### config.mk
export PLATFORM = sky130hd
export DESIGN_NAME = cache_access_arbiter
export DESIGN_NICKNAME = d
export VERILOG_FILES = /design/src/rtl/cache_access_arbiter.sv
export SDC_FILE = /design/constraint.sdc
export NUM_CORES = 1
export LEC_CHECK = 0
export BUFFER_PORTS_ARGS = -buffer_cell sky130_fd_sc_hd__buf_2
export CAP_MARGIN = 40
export CORE_MARGIN = 2
export CORE_UTILIZATION = 47
export DETAILED_ROUTE_END_ITERATION = 10
export HOLD_SLACK_MARGIN = 0.12
export PLACE_DENSITY = 0.89
export RECOVER_POWER = 25
export SLEW_MARGIN = 25
export SYNTH_ARGS = -nofsm -noshare
export SYNTH_HDL_FRONTEND = slang
export SYNTH_SLANG_ARGS = --single-unit
### constraint.sdc
create_clock -name clk -period 2.45 [get_ports clk]
set_clock_uncertainty 0.05 [all_clocks]
set_input_delay 0.49 -clock clk [delete_from_list [all_inputs] [get_ports clk]]
set_output_delay 0.49 -clock clk [all_outputs]
set_load 0.05 [all_outputs]
### src/rtl/cache_access_arbiter.sv
// Cache access arbiter: serializes D/I/S/M requests onto the single L1
// lookup port, issues dirty-victim writebacks, expands clear into a per-set
// sweep and returns one response per accepted command.
module cache_access_arbiter #(
  parameter int ADDR_W     = 32,
  parameter int OFFSET_W   = 6,
  parameter int SETS       = 16384,
  parameter int SNOOP_RUN  = 4,
  parameter int LK_TIMEOUT = 255
) (
  input  logic              clk,
  input  logic              rst,
  input  logic              d_valid,
  output logic              d_ready,
  input  logic [3:0]        d_cmd,
  input  logic [ADDR_W-1:0] d_addr,
  input  logic              i_valid,
  output logic              i_ready,
  input  logic [ADDR_W-1:0] i_addr,
  input  logic              s_valid,
  output logic              s_ready,
  input  logic [3:0]        s_cmd,
  input  logic [ADDR_W-1:0] s_addr,
  input  logic              m_valid,
  output logic              m_ready,
  input  logic [3:0]        m_cmd,
  output logic              lk_valid,
  output logic [3:0]        lk_cmd,
  output logic [ADDR_W-1:0] lk_addr,
  input  logic              lk_done,
  input  logic              lk_hit,
  input  logic              lk_evict_dirty,
  input  logic [ADDR_W-1:0] lk_victim_addr,
  output logic              wb_valid,
  output logic [ADDR_W-1:0] wb_addr,
  input  logic              wb_ready,
  output logic              rsp_valid,
  output logic [1:0]        rsp_src,
  output logic              rsp_hit,
  output logic              busy,
  output logic              err
);

  localparam int SET_W = (SETS > 1) ? $clog2(SETS) : 1;
  localparam int RUN_W = $clog2(SNOOP_RUN + 1);
  localparam int TO_W  = $clog2(LK_TIMEOUT + 1);

  localparam logic [3:0] CMD_IFETCH = 4'd2;
  localparam logic [3:0] CMD_CLEAR  = 4'd8;

  typedef enum logic [2:0] {
    IDLE, LAUNCH, WAIT, WB, RESP, CLR_LAUNCH, CLR_WAIT
  } state_t;

  typedef enum logic [1:0] {SRC_D, SRC_I, SRC_S, SRC_M} src_t;

  state_t              state, state_nxt;
  src_t                src_q, grant_src, cpu_src;
  logic                grant_valid, cpu_any, snoop_block;
  logic                rr_ptr;        // 0: D wins a D/I tie, 1: I wins
  logic [RUN_W-1:0]    snoop_run;
  logic [SET_W-1:0]    set_ctr;
  logic [TO_W-1:0]     to_cnt;
  logic [3:0]          cmd_q;
  logic [ADDR_W-1:0]   addr_q, wb_addr_q;
  logic                hit_q;
  logic                lk_timeout, last_set, clearing;

  assign cpu_any     = d_valid | i_valid;
  assign cpu_src     = (d_valid && i_valid) ? (rr_ptr ? SRC_I : SRC_D)
                                            : (d_valid ? SRC_D : SRC_I);
  assign snoop_block = (snoop_run == RUN_W'(SNOOP_RUN)) && cpu_any;
  assign lk_timeout  = (to_cnt == TO_W'(LK_TIMEOUT - 1));
  assign last_set    = (set_ctr == SET_W'(SETS - 1));
  assign clearing    = (state == CLR_LAUNCH) || (state == CLR_WAIT);

  // Grant selection in IDLE: M > S > round-robin CPU, with snoop fairness.
  always_comb begin
    // NOTE: every signal written here gets a default first so no path infers a latch.
    grant_valid = 1'b0;
    grant_src   = SRC_D;
    if (state == IDLE) begin
      if (m_valid) begin
        grant_valid = 1'b1;
        grant_src   = SRC_M;
      end else if (s_valid && !snoop_block) begin
        grant_valid = 1'b1;
        grant_src   = SRC_S;
      end else if (cpu_any) begin
        grant_valid = 1'b1;
        grant_src   = cpu_src;
      end
    end
  end

  assign d_ready = grant_valid && (grant_src == SRC_D);
  assign i_ready = grant_valid && (grant_src == SRC_I);
  assign s_ready = grant_valid && (grant_src == SRC_S);
  assign m_ready = grant_valid && (grant_src == SRC_M);

  // Next-state logic and per-state output pulses.
  always_comb begin
    state_nxt = state;
    lk_valid  = 1'b0;
    wb_valid  = 1'b0;
    rsp_valid = 1'b0;
    case (state)
      IDLE: if (grant_valid)
              state_nxt = (grant_src == SRC_M && m_cmd == CMD_CLEAR) ? CLR_LAUNCH : LAUNCH;
      LAUNCH: begin
        lk_valid  = 1'b1;
        state_nxt = WAIT;
      end
      WAIT: begin
        if (lk_done)         state_nxt = lk_evict_dirty ? WB : RESP;
        else if (lk_timeout) state_nxt = RESP;
      end
      WB: begin
        wb_valid = 1'b1;
        if (wb_ready) state_nxt = RESP;
      end
      RESP: begin
        rsp_valid = 1'b1;
        state_nxt = IDLE;
      end
      CLR_LAUNCH: begin
        lk_valid  = 1'b1;
        state_nxt = CLR_WAIT;
      end
      CLR_WAIT: begin
        if (lk_done)         state_nxt = last_set ? RESP : CLR_LAUNCH;
        else if (lk_timeout) state_nxt = RESP;
      end
      default: state_nxt = IDLE;
    endcase
  end

  assign lk_cmd  = cmd_q;
  assign lk_addr = clearing ? (ADDR_W'(set_ctr) << OFFSET_W) : addr_q;
  assign wb_addr = wb_addr_q;
  assign rsp_src = src_q;
  assign rsp_hit = hit_q;
  assign busy    = (state != IDLE);

  // State register plus capture of request, lookup result and counters.
  always_ff @(posedge clk) begin
    // NOTE: non-blocking assignments so every register updates from pre-edge values.
    if (rst) begin
      state     <= IDLE;
      src_q     <= SRC_D;
      rr_ptr    <= 1'b0;
      snoop_run <= '0;
      set_ctr   <= '0;
      to_cnt    <= '0;
      cmd_q     <= '0;
      addr_q    <= '0;
      wb_addr_q <= '0;
      hit_q     <= 1'b0;
      err       <= 1'b0;
    end else begin
      state <= state_nxt;
      case (state)
        IDLE: if (grant_valid) begin
          src_q   <= grant_src;
          hit_q   <= 1'b0;
          set_ctr <= '0;
          case (grant_src)
            SRC_D: begin cmd_q <= d_cmd;      addr_q <= d_addr; end
            SRC_I: begin cmd_q <= CMD_IFETCH; addr_q <= i_addr; end
            SRC_S: begin cmd_q <= s_cmd;      addr_q <= s_addr; end
            default: begin cmd_q <= m_cmd;    addr_q <= '0;     end
          endcase
          if (grant_src == SRC_S) begin
            if (snoop_run != RUN_W'(SNOOP_RUN)) snoop_run <= snoop_run + 1'b1;
          end else begin
            snoop_run <= '0;
          end
          if (grant_src == SRC_D) rr_ptr <= 1'b1;
          if (grant_src == SRC_I) rr_ptr <= 1'b0;
        end
        LAUNCH, CLR_LAUNCH: to_cnt <= '0;
        WAIT: begin
          if (lk_done) begin
            hit_q <= lk_hit;
            if (lk_evict_dirty) wb_addr_q <= lk_victim_addr;
          end else if (lk_timeout) begin
            err <= 1'b1;
          end else begin
            to_cnt <= to_cnt + 1'b1;
          end
        end
        CLR_WAIT: begin
          if (lk_done) begin
            if (!last_set) set_ctr <= set_ctr + 1'b1;
          end else if (lk_timeout) begin
            err <= 1'b1;
          end else begin
            to_cnt <= to_cnt + 1'b1;
          end
        end
        default: ;
      endcase
    end
  end

endmodule

Word-level counts from Yosys, hierarchy flattened
Index checks and enable logic that the tools add are counted.
{ "totals": {"reg_bits": 101, "latch_bits": 0, "ramBits": 0, "mem_bits_ro": 0, "input_bits": 150, "output_inout_bits": 80, "elab_cells": 106, "n_memories": 0} }
{ "classes": {"addsub": 3, "multipliers": 0, "n_div": 0, "magnitude_cmp": 0, "n_eq_ne": 22, "shift": 0, "mux": 40, "n_bitwise": 2, "reduce_logical": 28} }
{ "op_table": {"columns": ["op", "count"], "rows": [
  ["32-bit case mux with 3 select lines", 1],
  ["14-bit 2-to-1 mux", 3],
  ["32-bit 2-to-1 mux", 1],
  ["14-bit case mux with 2 select lines", 1],
  ["3-bit 2-to-1 mux", 9],
  ["3-bit case mux with 6 select lines", 1],
  ["3-bit AND reduction", 6],
  ["1-bit 2-to-1 mux", 16],
  ["8-bit 2-to-1 mux", 2],
  ["8-bit case mux with 2 select lines", 1],
  ["14-bit by 1-bit adder with 14-bit output, second input constant", 1],
  ["14-bit equality test, second input constant", 1],
  ["2-bit inequality test, second input constant", 7],
  ["3-bit equality test, second input constant", 4],
  ["4-bit case mux with 3 select lines", 1],
  ["8-bit by 1-bit adder with 8-bit output, second input constant", 1],
  ["8-bit equality test, second input constant", 1],
  ["1-bit logical AND", 8],
  ["2-bit nonzero test", 4],
  ["3-bit by 2-bit equality test with 1-bit output, second input constant", 2],
  ["2-bit 2-to-1 mux", 3],
  ["2-bit equality test, second input constant", 2],
  ["4-bit equality test, second input constant", 1],
  ["2-bit AND reduction", 2],
  ["15 further kinds", 16]
]} }

Logic depth before layout (Yosys ltp)
{ "depth": {"depth_word": 12, "depth_mapped": 8, "ltp_nobuf": 7} }

Worst setup path before layout
Ideal clock, no wire load.
{ "synth_timing": {"kind": "register -> output", "startpoint": "register snoop_run[0]", "endpoint": "output d_ready", "arrival_ns": 2.398, "required_time_ns": 1.910, "path_slack_ns": -0.488, "path_stages_with_launch": 7, "n_path_buf": 0, "cell_sequence": "dfxtp_1 inv_1 ha_1 o211ai_1 and2_1 nor3_1 a21boi_0"} }
{ "synth_between": {"elab_chain_cells": 9, "elab_cells_between_ends": 12, "classes_between": "eq/ne: 1; mux: 6; reduce/logical: 5"} }
{ "synth_lines": {"columns": ["element", "line_no", "source"], "rows": [
  ["from (decl)", "61", "logic [RUN_W-1:0] snoop_run;"],
  ["from (signal assigned)", "174", "if (snoop_run != RUN_W'(SNOOP_RUN)) snoop_run <= snoop_run + 1'b1;"],
  ["3-bit equality test *", "72", "assign snoop_block = (snoop_run == RUN_W'(SNOOP_RUN)) && cpu_any;"],
  ["1-bit logical AND *", "72", null],
  ["1-bit logical NOT *", "86", "end else if (s_valid && !snoop_block) begin"],
  ["1-bit logical AND *", "86", null],
  ["2-bit 2-to-1 mux", "86", null],
  ["2-bit 2-to-1 mux", "83", "if (m_valid) begin"],
  ["2-bit 2-to-1 mux", "82", "if (state == IDLE) begin"],
  ["2-bit logical NOT", "96", "assign d_ready = grant_valid && (grant_src == SRC_D);"],
  ["1-bit logical AND *", "96", null],
  ["to (decl)", "14", "output logic d_ready,"]
]} }
Every way passes the cells marked *; elsewhere a longest branch is shown, timed or not.

Worst setup path after layout
{ "layout_timing": {"startpoint": "register state[0]", "endpoint": "output d_ready"} }
{ "layout_between": {"elab_chain_cells": 4, "elab_cells_between_ends": 5, "classes_between": "mux: 2; reduce/logical: 3"} }
{ "layout_lines": {"columns": ["element", "line_no", "source"], "rows": [
  ["from (decl)", "57", "state_t state, state_nxt;"],
  ["from (signal assigned)", "161", "state <= state_nxt;"],
  ["3-bit logical NOT *", "82", null],
  ["2-bit 2-to-1 mux", "82", null],
  ["2-bit logical NOT", "96", null],
  ["1-bit logical AND *", "96", null]
]} }
Marks and branches as above.

==> results_dict.tcl <==
set metrics [dict create \
    status "complete, but fails checks" \
    violations "negative setup slack" \
    track_usage_pct 28.82 \
    antenna_found_initial 5 \
    drcViolationCount 0 \
    dieArea_sq_mm 0.01115 \
    grt.overflow.total 0 \
    min_path_type "in2reg" \
    cts_tree "yes" \
    startpoint_type "flop" \
    routabilityCongestion 0.9132 \
    period_share_pct 100.8 \
    finalHoldViolations 0 \
    crit_type "reg2out" \
    max-slew-margin-rel_pct 55.21 \
    cp.arrival_ns 1.93 \
    wl_mm 16.85 \
    synth_area_sq_mm 0.004852 \
    crit_required_ns 1.91 \
    wl_per_cell_microns 17.36 \
    placed_area_sq_mm 0.006267 \
    via_count 5542 \
    worst_slew_pin_slew_ns 0.6719 \
    grt_max_degree 48 \
    synth_top_family_by_area "simple AND/OR/NAND/NOR gates" \
    synth.distinct_cells 62 \
    rsz0062_at_grt "yes" \
    root_buffer "clkbuf_8" \
    synth_xor_area_share_pct 2.888 \
    synth_compound_area_share_pct 21.12 \
    synthArstFlopShare_pct 0 \
    synthMuxAreaShare_pct 3.249 \
    nNetsFinal 980 \
    cts_buffer_depth 2 \
    peakVddDrop_v 0.0003954 \
    clk_pin_slew_worst_paths_ns 0.10 \
    total_power_w 0.005544 \
    critPathMaxFanout 15 \
    rows 37 \
    synth_edf_count 0 \
    clock_latency_ns 0.37 \
    first_global_vias 5165 \
    power.density_mw_per_mm2 797.5 \
    synth_fa_ha_area_share_pct 1.289 \
    die_w_microns 105.6 \
    cap_violations 0 \
    synth-warning-count 0 \
    drtIter0Drc 612 \
    ios 230 \
    port-buffer-count 229 \
    syn_to_final_growth_pct 43.27 \
    fmax_mhz 404.8 \
    cts_inserted_buffers 9 \
    cp-end-kind "output port" \
    ys_ff_latch 101 \
    period_needed_ns 2.470 \
    dieHeight_microns 105.6 \
    htreeDepth 3 \
    maxSlewViolCount 0 \
    drtPass1Iterations 9 \
    layout-drive-gt1-share_pct 36.02 \
    setup_viol 1 \
    postSynthAreaPerCell_sq_um 8.266 \
    worst_slack_ns -0.02007 \
    yosysSeqAreaShare_pct 41.67 \
    via_per_inst 5.708 \
    synth-main-ff-cell "dfxtp_1" \
    hpwlAfterDp_mm 11.70 \
    stdcell_area_sq_mm 0.006952 \
    initial_core_util_pct 47.64 \
    synth-simple-area-share_pct 24.65 \
    grt_first_pass_wirelength_mm 25.61 \
    clock_sinks 101 \
    postSynthCellCount 587 \
    core-area_sq_mm 0.01018 \
    hold_ws_ns 0.2987 \
    syn_nets 742 \
    detail-route-antenna-nets 0 \
    p_leak_nw 2.869 \
]
## kinds of logic (layout without fill, tap and decap cells)
| family | Yosys count | in the layout |
|---|---|---|
| AO/OA/AOI/OAI | 154 | 154 |
| AND/OR/NAND/NOR | 244 | 244 |
| adder cells (fa/ha/maj) | 5 | 5 |
| multiplexers | 14 | 14 |
| other | 0 | 5 |
| buffers and inverters | 53 | 296 |
| XOR/XNOR | 16 | 16 |
| flip-flops | 101 | 101 |
## power breakdown
group	internal (W)	total, W	switching [W]
Combinational	0.000967	0.00257	0.00161
Clock	0.000478	0.00107	0.000589
Sequential	0.00181	0.00190	0.0000992
## per-layer routing
metal,GRT usage (%),wire (microns),up-vias,share of wire (%)
li1,-,-,2597,-
met1,31.78,6128,2573,36
met2,50.92,8508,333,50
met3,9.400,1675,39,9.9
met4,11.75,538,0,3.2
met5,0,0,-,0
## cells in the final DEF, fill, tap and decap left out, types with 3 or more instances in the layout
master,count
a21oi_1,50
a222oi_1,32
and2_1,8
and2_4,14
and4_1,5
buf_12,7
buf_2,156
buf_4,32
buf_6,19
buf_8,17
clkbuf_1,41
clkbuf_8,9
dfxtp_1,97
dfxtp_2,4
diode_2,5
ha_1,4
inv_1,7
mux2_4,14
nand2_1,112
nand3_1,21
nand4_1,7
nor2_1,36
nor3_1,7
nor3_4,3
nor4_1,3
nor4b_1,3
o211ai_1,4
o21ai_0,12
o21ai_1,29
o41ai_1,3
or3_1,3
xnor2_1,7
xor2_1,9
## state kept, by name, indices dropped and copies added, names as in the netlist
| register | count |
|---|---|
| addr_q | 32 |
| wb_addr | 32 |
| set_ctr | 14 |
| to_cnt | 8 |
| lk_cmd | 4 |
| snoop_run | 3 |
| state | 3 |
| rsp_src | 2 |
| err | 1 |
| rr_ptr | 1 |
| rsp_hit | 1 |
## metrics by stage
stage               worst slack [ns]  TNS (ns)  utilization (%)  instances
global placement             -0.3599   -0.3870            61.43        940
detailed placement          -0.02693  -0.03332            61.54        941
global route                -0.09764   -0.1798            68.26        971
CTS                         -0.03002   -0.3360            68.05        969
floorplan                    -0.1282   -0.1282                -        587
finish                      -0.02007  -0.02007            68.26        971
## critical path, stage by stage (launching register included)
cell      delay (ns)
dfxtp_2         0.34
buf_4           0.14
nor3_4          0.25
nand2_4         0.10
buf_12          0.16
nor3_4          0.16
a21boi_4        0.24
buf_6           0.18
## area by class of cell
class / instances / area [sq um]
flip-flops and latches: 101 / 2027
diodes: 5 / 12.51
repair buffers: 270 / 1777
fillers: 826 / 3233
well taps: 136 / 170.2
clock inverters: 5 / 60.06
inverters: 10 / 37.54
clock buffers: 11 / 131.4
multi-input cells: 433 / 2736
## synthesized netlist by cell type, drive strengths merged (2+ instances only)
cell type	number	area share, %
nor4b	3	0.54
dfxtp	101	42
or3	3	0.39
xor2	9	1.6
or2	3	0.39
o211ai	4	0.62
a22oi	2	0.31
ha	5	1.3
nand3	21	2.2
and2	22	2.8
buf	20	2.6
xnor2	7	1.3
nand2	114	9.0
o21ai	42	4.3
and3	2	0.26
nand4	7	0.90
o41ai	3	0.54
o21bai	2	0.31
mux2	14	3.2
o311ai	2	0.36
clkbuf	23	1.8
o22a	2	0.36
a21oi	51	5.3
a222oi	32	6.6
nor3	10	1.5
and4	5	0.90
nor2	37	2.9
nor2b	4	0.52
or4	2	0.39
nor4	3	0.39
nor3b	3	0.46
inv	9	0.70
nand2b	2	0.26
a211oi	2	0.31
## what timing repair did
item | 4_1_cts | 5_1_grt
hold buffers | 0 | 0
hold endpoints to repair | 0 | 0
setup endpoints to repair | 20 | 34
cloned | 2 | 0
pin swaps | 5 | 7
gates resized for setup | 95 | 41
buffers inserted | 10 | 1
## worst paths after layout
kind,from,endpoint,slack (ns),cells past startpoint
setup / recovery,state[0],d_ready,-0.02,7
setup reg to reg,snoop_run[0],addr_q[22],0.30,9
hold / removal,lk_victim_addr[5],wb_addr[5],0.30,3
hold reg to reg,err,err,0.40,2
(Power assumes the default switching activity.)
